===== config.mk =====
export PLATFORM = sky130hd
export DESIGN_NAME = tinyqv_instr_prefetch_flat
export DESIGN_NICKNAME = d
export VERILOG_FILES = /design/src/rtl/tinyqv_instr_prefetch_if.sv /design/src/rtl/tinyqv_instr_prefetch.sv /design/src/flat_wrapper.sv
export SDC_FILE = /design/constraint.sdc
export NUM_CORES = 1
export LEC_CHECK = 0
export CAP_MARGIN = 40
export CORE_MARGIN = 2
export CORE_UTILIZATION = 45
export CTS_CLUSTER_SIZE = 10
export DETAILED_ROUTE_END_ITERATION = 12
export GPL_TIMING_DRIVEN = 0
export PLACE_DENSITY = 0.68
export RECOVER_POWER = 50
export SYNTH_ARGS = -nofsm -noshare
export SYNTH_HDL_FRONTEND = slang
export SYNTH_SLANG_ARGS = --single-unit

===== constraint.sdc =====
create_clock -name clk -period 3.6 [get_ports clk]
set_input_delay 0.72 -clock clk [delete_from_list [all_inputs] [get_ports clk]]
set_output_delay 0.72 -clock clk [all_outputs]
set_load 0.03 [all_outputs]

===== src/rtl/tinyqv_instr_prefetch_if.sv =====
// ---------------------------------------------------------------------------
// tinyqv_instr_prefetch_if
//
// Bundles the CPU-side and memory-controller-side signals of the TinyQV
// instruction prefetch buffer.
//
//   CPU side      : cpu_jump, cpu_jump_addr, cpu_take            (to prefetch)
//                   instr_valid, instr_data, instr_compressed,
//                   instr_pc                                     (from prefetch)
//   Memory side   : instr_ready, instr_word                      (to prefetch)
//                   instr_addr, instr_jump, instr_fetch_stall    (from prefetch)
//
// Modports: slave = the prefetch buffer, master = its environment.
// Addresses are halfword addresses (byte address bits [23:1]).
// ---------------------------------------------------------------------------
interface tinyqv_instr_prefetch_if;
    logic        cpu_jump;
    logic [22:0] cpu_jump_addr;
    logic        cpu_take;
    logic        instr_valid;
    logic [31:0] instr_data;
    logic        instr_compressed;
    logic [22:0] instr_pc;
    logic [22:0] instr_addr;
    logic        instr_jump;
    logic        instr_fetch_stall;
    logic        instr_ready;
    logic [31:0] instr_word;

    modport slave (
        input  cpu_jump, cpu_jump_addr, cpu_take, instr_ready, instr_word,
        output instr_valid, instr_data, instr_compressed, instr_pc,
               instr_addr, instr_jump, instr_fetch_stall
    );

    modport master (
        output cpu_jump, cpu_jump_addr, cpu_take, instr_ready, instr_word,
        input  instr_valid, instr_data, instr_compressed, instr_pc,
               instr_addr, instr_jump, instr_fetch_stall
    );
endinterface


===== src/rtl/tinyqv_instr_prefetch.sv =====
// ---------------------------------------------------------------------------
// tinyqv_instr_prefetch
//
// Instruction prefetch buffer between the TinyQV memory controller's
// instruction port and the decoder. Generates the sequential fetch address,
// stores each returned 32-bit word as two halfwords in a small FIFO and
// presents one aligned 16- or 32-bit instruction at a time.
//
// Ports:
//   clk  - clock
//   rst  - synchronous, active-high reset
//   bus  - tinyqv_instr_prefetch_if.slave (CPU and memory-controller signals)
//
// Parameters:
//   DEPTH_HW   - FIFO depth in halfwords (power of 2, >= 4)
//   RESET_ADDR - halfword address of the first fetch after reset
// ---------------------------------------------------------------------------
module tinyqv_instr_prefetch #(
    parameter int unsigned DEPTH_HW   = 8,
    parameter logic [22:0] RESET_ADDR = 23'h000000
) (
    input  logic                          clk,
    input  logic                          rst,
    tinyqv_instr_prefetch_if.slave        bus
);

    localparam int unsigned PW = $clog2(DEPTH_HW);
    localparam int unsigned CW = PW + 1;

    typedef logic [PW-1:0] ptr_t;
    typedef logic [CW-1:0] cnt_t;

    logic [15:0] hw_buf [DEPTH_HW];
    ptr_t        rd;
    ptr_t        wr;
    cnt_t        count;
    logic [22:0] pc;
    logic [22:0] addr;
    logic        discard;

    logic [15:0] lo;
    logic [15:0] hi;
    logic        compressed;
    logic        valid;
    logic        room;
    logic        push;
    logic        pop;
    cnt_t        pop_n;
    cnt_t        count_next;

    // NOTE: every always_comb output is given a value on every path (here,
    // unconditionally) so no latch is inferred.
    always_comb begin
        lo         = hw_buf[rd];
        hi         = hw_buf[rd + ptr_t'(1)];
        compressed = (lo[1:0] != 2'b11);
        valid      = ((count >= cnt_t'(1)) && compressed) || (count >= cnt_t'(2));
        // At least two free halfwords are needed to accept a full word.
        room       = (count <= cnt_t'(DEPTH_HW - 2));
        push       = bus.instr_ready && !bus.cpu_jump && !discard && room;
        pop        = bus.cpu_take && valid && !bus.cpu_jump;
        pop_n      = compressed ? cnt_t'(1) : cnt_t'(2);
        count_next = count + (push ? cnt_t'(2) : cnt_t'(0)) - (pop ? pop_n : cnt_t'(0));
    end

    assign bus.instr_valid       = valid;
    assign bus.instr_data        = {hi, lo};
    assign bus.instr_compressed  = compressed;
    assign bus.instr_pc          = pc;
    assign bus.instr_addr        = addr;
    assign bus.instr_jump        = bus.cpu_jump;
    // Driven from the registered count only; a same-cycle pop does not release it.
    assign bus.instr_fetch_stall = !room;

    // NOTE: state registers use non-blocking assignments so every flop samples
    // the pre-edge values regardless of statement order.
    always_ff @(posedge clk) begin
        if (rst) begin
            rd      <= '0;
            wr      <= '0;
            count   <= '0;
            pc      <= RESET_ADDR;
            addr    <= RESET_ADDR;
            discard <= 1'b0;
        end else if (bus.cpu_jump) begin
            // Jump wins over push and pop; the word already in flight through
            // the controller's registered restart is dropped via discard.
            rd      <= '0;
            wr      <= '0;
            count   <= '0;
            pc      <= bus.cpu_jump_addr;
            addr    <= bus.cpu_jump_addr;
            discard <= 1'b1;
        end else begin
            discard <= 1'b0;
            count   <= count_next;
            if (push) begin
                wr   <= wr + ptr_t'(2);
                addr <= addr + 23'd2;
            end
            if (pop) begin
                rd <= rd + ptr_t'(pop_n);
                pc <= pc + 23'(pop_n);
            end
        end
    end

    // NOTE: the halfword array is not reset; count gates every read, so its
    // contents are never observed before being written.
    always_ff @(posedge clk) begin
        if (!rst && push) begin
            hw_buf[wr]              <= bus.instr_word[15:0];
            hw_buf[wr + ptr_t'(1)]  <= bus.instr_word[31:16];
        end
    end

    // A word returned while fewer than two halfwords are free breaks the
    // stall protocol; it is dropped above, and flagged here in simulation.
    always_ff @(posedge clk) begin
        if (!rst && bus.instr_ready && !bus.cpu_jump && !discard) begin
            overflow_chk: assert (room)
                else $error("tinyqv_instr_prefetch: push into full buffer dropped");
        end
    end

endmodule


===== src/flat_wrapper.sv =====
// flat-port wrapper written by rule: the top's interface ports become plain ports
module tinyqv_instr_prefetch_flat 
#(
    parameter int unsigned DEPTH_HW   = 8,
    parameter logic [22:0] RESET_ADDR = 23'h000000
)
  (clk, rst, bus_cpu_jump, bus_cpu_jump_addr, bus_cpu_take, bus_instr_ready, bus_instr_word, bus_instr_valid, bus_instr_data, bus_instr_compressed, bus_instr_pc, bus_instr_addr, bus_instr_jump, bus_instr_fetch_stall);
  tinyqv_instr_prefetch_if bus_i ();
  input  logic clk;
  input  logic rst;
  input wire logic [$bits(bus_i.cpu_jump)-1:0] bus_cpu_jump;
  input wire logic [$bits(bus_i.cpu_jump_addr)-1:0] bus_cpu_jump_addr;
  input wire logic [$bits(bus_i.cpu_take)-1:0] bus_cpu_take;
  input wire logic [$bits(bus_i.instr_ready)-1:0] bus_instr_ready;
  input wire logic [$bits(bus_i.instr_word)-1:0] bus_instr_word;
  output wire logic [$bits(bus_i.instr_valid)-1:0] bus_instr_valid;
  output wire logic [$bits(bus_i.instr_data)-1:0] bus_instr_data;
  output wire logic [$bits(bus_i.instr_compressed)-1:0] bus_instr_compressed;
  output wire logic [$bits(bus_i.instr_pc)-1:0] bus_instr_pc;
  output wire logic [$bits(bus_i.instr_addr)-1:0] bus_instr_addr;
  output wire logic [$bits(bus_i.instr_jump)-1:0] bus_instr_jump;
  output wire logic [$bits(bus_i.instr_fetch_stall)-1:0] bus_instr_fetch_stall;
  assign bus_i.cpu_jump = bus_cpu_jump;
  assign bus_i.cpu_jump_addr = bus_cpu_jump_addr;
  assign bus_i.cpu_take = bus_cpu_take;
  assign bus_i.instr_ready = bus_instr_ready;
  assign bus_i.instr_word = bus_instr_word;
  assign bus_instr_valid = bus_i.instr_valid;
  assign bus_instr_data = bus_i.instr_data;
  assign bus_instr_compressed = bus_i.instr_compressed;
  assign bus_instr_pc = bus_i.instr_pc;
  assign bus_instr_addr = bus_i.instr_addr;
  assign bus_instr_jump = bus_i.instr_jump;
  assign bus_instr_fetch_stall = bus_i.instr_fetch_stall;
  tinyqv_instr_prefetch #(.DEPTH_HW(DEPTH_HW), .RESET_ADDR(RESET_ADDR)) u_core (.clk(clk), .rst(rst), .bus(bus_i));
endmodule

==> run metrics, run 1 <==
CP Cell Sequence=buf_6, clkbuf_2, clkbuf_4, mux4_2, mux2_2, clkdlybuf4s50_1; fin. max-slew vios=0; post-synthesis sequential area ratio=53.8%; Final Critical Period=3510 ps; Initial Util=46.0%; final setup violation count=0; Layout area overhead=27.1%; number of synthesized register bits=187; Tot GR Track Use=23.0%; post-cts hold buffer count=0; CP Max Fanout=10; Synth Flop Type=edfxtp_1; # fillers=1639; Avg WL per Cell=21.8 µm; IO Pins=142; PD cells=444 nW/µm²; core area=20300 µm²; post-DR vias/cell=6.03; clock net sink count=187; Pleak=0.00411 µW; Avg Inst Size Synth=13.7 µm²; number of synthesized flops with an enable pin=128; Vias=6812; DRT antenna net count=0; syn nets=756; final core utilization=58.4%; gpl congestion=0.924; total die area=21900 µm²; startpoint types=register; row count=52; Final Skew=9.77 ps; Max Freq=0.285 GHz; dpl cells=1098; most frequent cells in the layout=edfxtp_1 (128), dlygate4sd3_1 (78), mux4_2 (64); die width=148 µm; vias in the first global route=6933; RSZ-0062 raised after global routing=no; Setup crit end kind=primary output; Worst-path clk slew=70 ps; hold slack=490 ps; global-route wire length before repair=38500 µm; Setup CP Type=register to primary output; post-synthesis async set-or-reset flop share=0%; drt pass-1 iters=6; worst min path class=register to register; largest net degree at the start of global routing=30; input/output buffers=140; flip-flop and latch area=5020 µm²; DP HPWL=17700 µm; clk root buf=clkbuf_16; initial antenna violation count=1; max-cap violation count=0; layout cells sized above 1=20.4%; Worst VDD drop=0.000308 V; Hold Vio Cnt, Final=0; CTS tree=done; Synth cell types=56; slowest stage cell on the critical path=clkdlybuf4s50_1; outcome=complete, no violations; fin crit share=97.5%; worst slew pin tran=858 ps; Worst-Skew Late Latency=430 ps; most common cell after layout, fill and taps aside=edfxtp_1; Iteration-0 DRC Markers=581; H-tree level count=4; WL final=24600 µm; Mapped Cells=679; critical path arrival=2790 ps; DRC viols=0; max incr delay on CP=600 ps; number of nets in the layout=923; Crit path required time=2880 ps; footprint of the multi-input gates=3980 µm²; Syn. warnings=0; Netlist Area Pre-Place=9330 µm²; clock tree buffer depth=2; gr ovfl total=0; worst rel slew slack=42.8%; Num CTS Buffers=17; die height=148 µm; Final Non-Filler Cells=1130
-- Yosys cell counts, types with 7 or more instances --
library cell,count,area (µm²)
mux2_2,31,349
a21oi_1,30,150
a21boi_0,16,120
ha_1,13,163
nand4_1,16,100
and2_1,11,68.8
nor3_1,16,80.1
dfxtp_1,59,1180
nor2_1,28,105
xnor2_1,16,140
nand2_1,28,105
buf_1,10,37.5
mux4_2,64,1440
a211oi_2,7,87.6
nand3_1,16,80.1
and4_1,7,61.3
a211oi_1,11,82.6
clkbuf_1,23,86.3
inv_1,38,143
edfxtp_1,128,3840
nor4_1,12,75.1
o21ai_0,14,70.1
-- timing repair --
item	4_1_cts	5_1_grt
setup buffers	0	0
endpoints found under the setup margin	31	14
gates resized for setup	39	10
-- worst max-delay path: cells and delay by family, from the launching register on --
| family | cells | cell delay [ps] |
|---|---|---|
| mux | 2 | 640 |
| flops | 1 | 330 |
| buf+inv | 4 | 1390 |
-- worst paths after layout --
kind                                               start                       end  slack (ps)  depth (start not counted)
worst max-delay path                            register         bus_instr_data[6]          90                          6
worst min-delay path            u_core.bus.instr_addr[0]  u_core.bus.instr_addr[0]         490                          2
worst max register to register                  register           u_core.count[2]         270                         12
worst min register to register  u_core.bus.instr_addr[0]  u_core.bus.instr_addr[0]         490                          2
-- metrics by stage --
| step | TNS, ps | setup WS (ps) | cell area (µm²) | total power (µW) |
|---|---|---|---|---|
| global placement | -54980 | -394 | 11100 | 3360 |
| floorplan | 0 | 304 | 9330 | 3010 |
| CTS | 0 | 7.14 | 11800 | 5320 |
| detailed placement | -1780 | -153 | 11200 | 3390 |
| finish | 0 | 90.3 | 11900 | 5270 |
| global route | 0 | 6.06 | 11900 | 5450 |
-- where the power goes --
part	total (µW)	leakage [µW]	internal, µW	switching (µW)
clock	1950	0.000291	1110	843
sequential	2410	0.00164	2350	60.8
combinational	904	0.00218	397	507
total	5270	0.00411	3860	1410
-- routing by layer --
metal,global-route usage (%),vias up,wire (µm)
li1,-,3020,-
met1,30.2,3421,10400
met2,38.5,320,11900
met3,4.60,51,1740
met4,7.33,0,591
met5,0,-,0
-- logic make-up after synthesis --
logic type	Yosys count	synth area share (%)
flops	187	53.8
simple gates	155	8.85
compound gates	120	9.40
mux	100	19.8
buf+inv	79	3.57
xor+xnor	21	1.97
fa+ha+maj	17	2.60
-- sequential cells by signal, summed over array words and instances, names as in the netlist, named ones only --
name,count
u_core.hw_buf,128
u_core.bus.instr_addr,23
u_core.wr,2
u_core.count,4
u_core.rd,3
u_core.discard,1
u_core.bus.instr_pc,23
-- final cells by class --
| type | instances | share of cell area [%] |
|---|---|---|
| buffer | 39 | 1.87 |
| antenna | 1 | 0.0211 |
| clock buffer | 17 | 3.59 |
| sequential | 187 | 42.4 |
| multi-input combinational | 413 | 33.6 |
| tap | 270 | 2.85 |
| inverter | 39 | 1.23 |
| timing repair buffer | 149 | 12.9 |
| clock inverter | 15 | 1.56 |
Power figures use the tool's default switching activity.
==> run 2: changes to the inputs <==
--- a/config.mk
+++ b/config.mk
@@ -10,9 +10,10 @@
 export CORE_UTILIZATION = 45
 export CTS_CLUSTER_SIZE = 10
 export DETAILED_ROUTE_END_ITERATION = 12
+export DONT_BUFFER_PORTS = 1
 export GPL_TIMING_DRIVEN = 0
-export PLACE_DENSITY = 0.68
 export RECOVER_POWER = 50
 export SYNTH_ARGS = -nofsm -noshare
 export SYNTH_HDL_FRONTEND = slang
 export SYNTH_SLANG_ARGS = --single-unit
+export TNS_END_PERCENT = 50
==> run 2 against run 1 <==
  * Sequential share of layout area increased by 5.9 points
  * First-iteration DRC count decreased by 33%
  * Non-clock buffer count decreased by 140
  * Setup slack improved by 88 ps
  * Die area unchanged
  * Utilization decreased by 7.1 points
  * Cell area decreased by 12%
  * Sequential cell count unchanged
  * Wire length decreased by 6.0%
  * Highest routed layer unchanged
  * Combinational power decreased by 31%
  * Final cell count decreased by 12%
==> run metrics, run 2 (synthesized netlist as in run 1, its figures left out) <==
vias in the first global route=6295; fin. max-slew vios=0; dpl cells=957; post-cts hold buffer count=0; number of nets in the layout=783; Iteration-0 DRC Markers=390; outcome=complete, no violations; core area=20300 µm²; final setup violation count=0; # fillers=1730; Worst VDD drop=0.000317 V; clock net sink count=187; startpoint types=register; H-tree level count=4; Worst-path clk slew=70 ps; Buf/Inv on CP=2; most used cell, CP=clkbuf_1; clock tree buffer depth=2; Max Freq=0.292 GHz; Avg WL per Cell=23.4 µm; Final Critical Period=3420 ps; # Post-CTS Setup Buffers=0; gr ovfl total=0; Num CTS Buffers=17; Setup CP Type=register to primary output; RSZ-0062 raised after global routing=no; Pleak=0.00336 µW; worst rel slew slack=41.6%; worst min path class=primary input to register; slowest stage cell on the critical path=clkbuf_1; Hold Vio Cnt, Final=0; largest net degree at the start of global routing=33; most frequent cells in the layout=edfxtp_1 (128), mux4_2 (64), dfxtp_1 (59); CP Max Fanout=10; clk root buf=clkbuf_16; ANT cells=0; Top reg by flops=u_core.hw_buf; gpl congestion=0.901; post_cts resized=6; footprint of the multi-input gates=3990 µm²; most common cell after layout, fill and taps aside=edfxtp_1; critical path's top delay family=buffers and inverters; DP HPWL=16700 µm; IO Pins=142; final core utilization=51.3%; die height=148 µm; Worst-Skew Late Latency=440 ps; post-DR vias/cell=6.17; DRT antenna net count=0; total die area=21900 µm²; flip-flop and latch area=5020 µm²; row count=52; worst slew pin tran=873 ps; drt pass-1 iters=5; post-route cell area=10400 µm²; input/output buffers=0; Setup crit end kind=primary output; critical path arrival=2700 ps; Final Non-Filler Cells=989; layout cells sized above 1=23.6%; WL final=23100 µm; Vias=6099; Initial Util=46.0%; Tot GR Track Use=21.6%; Final Skew=14.0 ps; max-cap violation count=0; CP Cell Sequence=ha_1, clkbuf_1, clkbuf_1, mux4_2, mux2_2; global-route wire length before repair=35800 µm; fin crit share=95.0%; initial antenna violation count=0; CTS tree=done; PD cells=479 nW/µm²; Crit path required time=2880 ps; Post-DP Area=9820 µm²; max incr delay on CP=640 ps; max reg flops=128; die width=148 µm; Layout area overhead=11.6%; DRC viols=0
[run 2: changes by cell type in the layout (fill, tap and decap cells not counted), sizes merged]
cell,delta
dlygate4sd2,-19
dlymetal6s2s,-5
buf,-8
diode,-1
bufinv,-2
dlygate4sd3,-78
inv,+1
clkdlybuf4s50,-38
clkbuf,+9
[run 2: path summary, 6_finish.rpt]
check,start,to,slack [ps],cells past startpoint
max,u_core.rd[0],bus_instr_data[29],180,5
min,bus_instr_word[7],u_core.hw_buf[6][7],370,0
max reg2reg,register,u_core.bus.instr_pc[7],270,11
min reg2reg,u_core.rd[2],u_core.rd[2],510,2
[run 2: metal layers]
layer | share of wire, % | global-route usage [%] | wire [µm]
met1 | 40 | 26.0 | 9160
met2 | 50 | 35.8 | 11500
met3 | 8.5 | 7.35 | 1960
met4 | 2.4 | 8.43 | 544
met5 | 0 | 0 | 0
[run 2: cell type report]
| type | count | share of cell area (%) |
|---|---|---|
| clock buffers | 18 | 4.12 |
| flip-flops and latches | 187 | 48.3 |
| well taps | 270 | 3.24 |
| inverters | 39 | 1.41 |
| multi-input cells | 413 | 38.3 |
| repair buffers | 8 | 1.35 |
| clock inverters | 14 | 1.42 |
| plain buffers | 40 | 1.85 |
[run 2: stage by stage]
step / setup slack, ps / TNS (ps) / hold WS, ps / total power (µW)
floorplan: 304 / 0 / 471 / 3010
global placement: -200 / -18350 / 498 / 3140
detailed placement: -260 / -1590 / 510 / 3170
CTS: 3.28 / 0 / 351 / 5030
global route: 8.24 / 0 / 349 / 5170
finish: 179 / 0 / 371 / 4980
[run 2: worst reg2reg max path: stages, from the launching register on]
cell and delay [ps]:
dfxtp_1 330, buf_6 160, mux4_2 490, mux2_2 440
nand2_4 250, inv_1 120, ha_1 290, a21o_1 150
nand2_1 120, a211oi_2 520, nor3b_1 110, o31a_1 250
[run 2: where the power goes]
group          switching, µW  leakage [µW]  internal (µW)  total, µW
clock network            886      0.000274            981       1870
logic                    381       0.00144            246        627
registers                137       0.00164           2350       2490
total                   1400       0.00336           3580       4980
==> run 3: changes to the inputs <==
--- a/config.mk
+++ b/config.mk
@@ -11,7 +11,6 @@
 export CTS_CLUSTER_SIZE = 10
 export DETAILED_ROUTE_END_ITERATION = 12
 export DONT_BUFFER_PORTS = 1
-export GPL_TIMING_DRIVEN = 0
 export RECOVER_POWER = 50
 export SYNTH_ARGS = -nofsm -noshare
 export SYNTH_HDL_FRONTEND = slang
==> constraint.sdc (replaced) <==
create_clock -name clk -period 2.85 [get_ports clk]
set_input_delay 0.57 -clock clk [delete_from_list [all_inputs] [get_ports clk]]
set_output_delay 0.57 -clock clk [all_outputs]
set_load 0.03 [all_outputs]
==> run 3 against run 2 <==
  * The flow now finishes with violations (capacitance limit, slew limit)
  * Non-clock buffer count down 3
  * Clock power up 23%
  * Global-route usage down 0.89 points
  * Power up 26%
  * Final cell count down 0.30%
  * Wire length down 3.8%
  * Sequential share of layout area down 0.31 points
  * Sequential power up 25%
  * Clock-buffer cell count down 1
  * Die area unchanged
  * Sequential cell count unchanged
  * Largest cell class unchanged
==> run metrics, run 3 (synthesized netlist as in run 1, its figures left out) <==
Worst-Skew Late Latency=430 ps; die width=148 µm; Tot GR Track Use=20.7%; vias in the first global route=6360; # fillers=1741; worst rel slew slack=-28.6%; WL final=22300 µm; slowest stage cell on the critical path=mux4_2; critical path arrival=2240 ps; max incr delay on CP=500 ps; Layout area overhead=12.5%; total die area=21900 µm²; Pleak=0.00340 µW; initial antenna violation count=0; Final Skew=6.98 ps; Initial Util=46.0%; final setup violation count=0; worst r2r dst=u_core.count[2]; clk root buf=clkbuf_16; core area=20300 µm²; layout cells sized above 1=26.1%; RSZ-0062 raised after global routing=yes; worst slew pin tran=1930 ps; final core utilization=51.7%; clock tree buffer depth=2; most common cell after layout, fill and taps aside=edfxtp_1; critical path's top delay family=multiplexers; Crit. path cell count=6; startpoint types=register; Setup crit end kind=primary output; flip-flop and latch area=5030 µm²; DRT antenna net count=0; Final Critical Period=2810 ps; IO Pins=142; footprint of the multi-input gates=4040 µm²; post-DR vias/cell=5.99; most frequent cells in the layout=edfxtp_1 (128), mux4_2 (64), dfxtp_1 (55); gr ovfl total=0; Avg WL per Cell=22.6 µm; fin. max-slew vios=46; PD cells=596 nW/µm²; Crit path required time=2280 ps; hold slack=207 ps; clock net sink count=187; global-route wire length before repair=35000 µm; ANT cells=0; Vias=5909; row count=52; CTS tree=done; Max Freq=0.356 GHz; failing checks=capacitance limit, slew limit; max reg flops=128; DP HPWL=15400 µm; gpl congestion=0.844; outcome=finished with violations; Worst Reg2Reg Path Length in Cells=10; drt pass-1 iters=4; number of nets in the layout=780; DRC viols=0; Setup CP Type=register to primary output; crit path to=bus_instr_valid; input/output buffers=0; Worst VDD drop=0.000406 V; Pwr Total=6260 µW; max-cap violation count=1; worst min path class=primary input to register; fin crit share=98.4%; Hold Vio Cnt, Final=0; Buf/Inv on CP=2; CP Cell Sequence=mux4_2, mux2_4, nand2_8, buf_6, a21o_1, buf_12; Iteration-0 DRC Markers=336; die height=148 µm; H-tree level count=4; Num CTS Buffers=17; largest net degree at the start of global routing=64; Top reg by flops=u_core.hw_buf; Reg2Reg Setup Slack=50 ps; Worst-path clk slew=70 ps; CP Max Fanout=6
## run 3: changes by cell type in the layout (fill, tap and decap cells not counted), moves of 3 or more
cell	delta
dfxtp_1	-4
buf_6	-6
buf_2	-3
clkbuf_1	-11
inv_8	+3
clkbuf_2	-7
dfxtp_2	+3
buf_12	+4
inv_6	-3
buf_4	+23
## run 3: layer usage
layer	wire (µm)	GRT usage, %
met5	0	0
met4	238	6.00
met3	1650	6.48
met2	11200	35.1
met1	9140	25.6
## run 3: worst min path at each step
stage                       startpoint                         to  depth (start not counted)
after global placement    u_core.rd[2]               u_core.rd[2]                          2
after global routing               rst     u_core.bus.instr_pc[0]                          1
after floorplan           u_core.rd[2]                   register                          2
after CTS                          rst  u_core.bus.instr_addr[15]                          1
after detailed placement  u_core.rd[2]                   register                          2
final                              rst  u_core.bus.instr_addr[15]                          1
## run 3: repair_timing
action,in CTS,in global routing
buffers inserted,1,1
pin swaps,1,2
gates resized for setup,3,5
hold buffers,0,0
setup endpoints to repair,9,7
## run 3: worst reg2reg max path, stage by stage, from the launching register on
cell,delay (ps)
dfxtp_4,390
mux4_2,500
mux2_4,330
nand2_8,100
nor3_1,60
fa_1,480
inv_1,40
ha_1,190
inv_1,90
fa_2,440
nor2_1,100
## run 3: area by class of cell
class                   count  share of cell area [%]
multi-input cells         413                    38.4
repair buffers             45                    3.50
clock inverters            15                    1.43
flip-flops and latches    187                    47.9
inverters                  39                    1.39
well taps                 270                    3.22
clock buffers              17                    4.05
## run 3: stage by stage
step | TNS (ps) | setup WS (ps) | std cells | area [µm²]
6_report | 0 | 44.4 | 986 | 10500
5_1_grt | -110 | -45.5 | 986 | 10500
4_1_cts | 0 | 21.7 | 985 | 10500
3_5_place_dp | 0 | 15.2 | 952 | 9930
3_3_place_gp | 0 | 74.8 | 952 | 9930
2_1_floorplan | 0 | 14.3 | 679 | 9370
## run 3: power by group
part	internal [µW]	switching (µW)	total [µW]
combinational	355	494	848
sequential	2970	140	3110
clock	1170	1130	2300
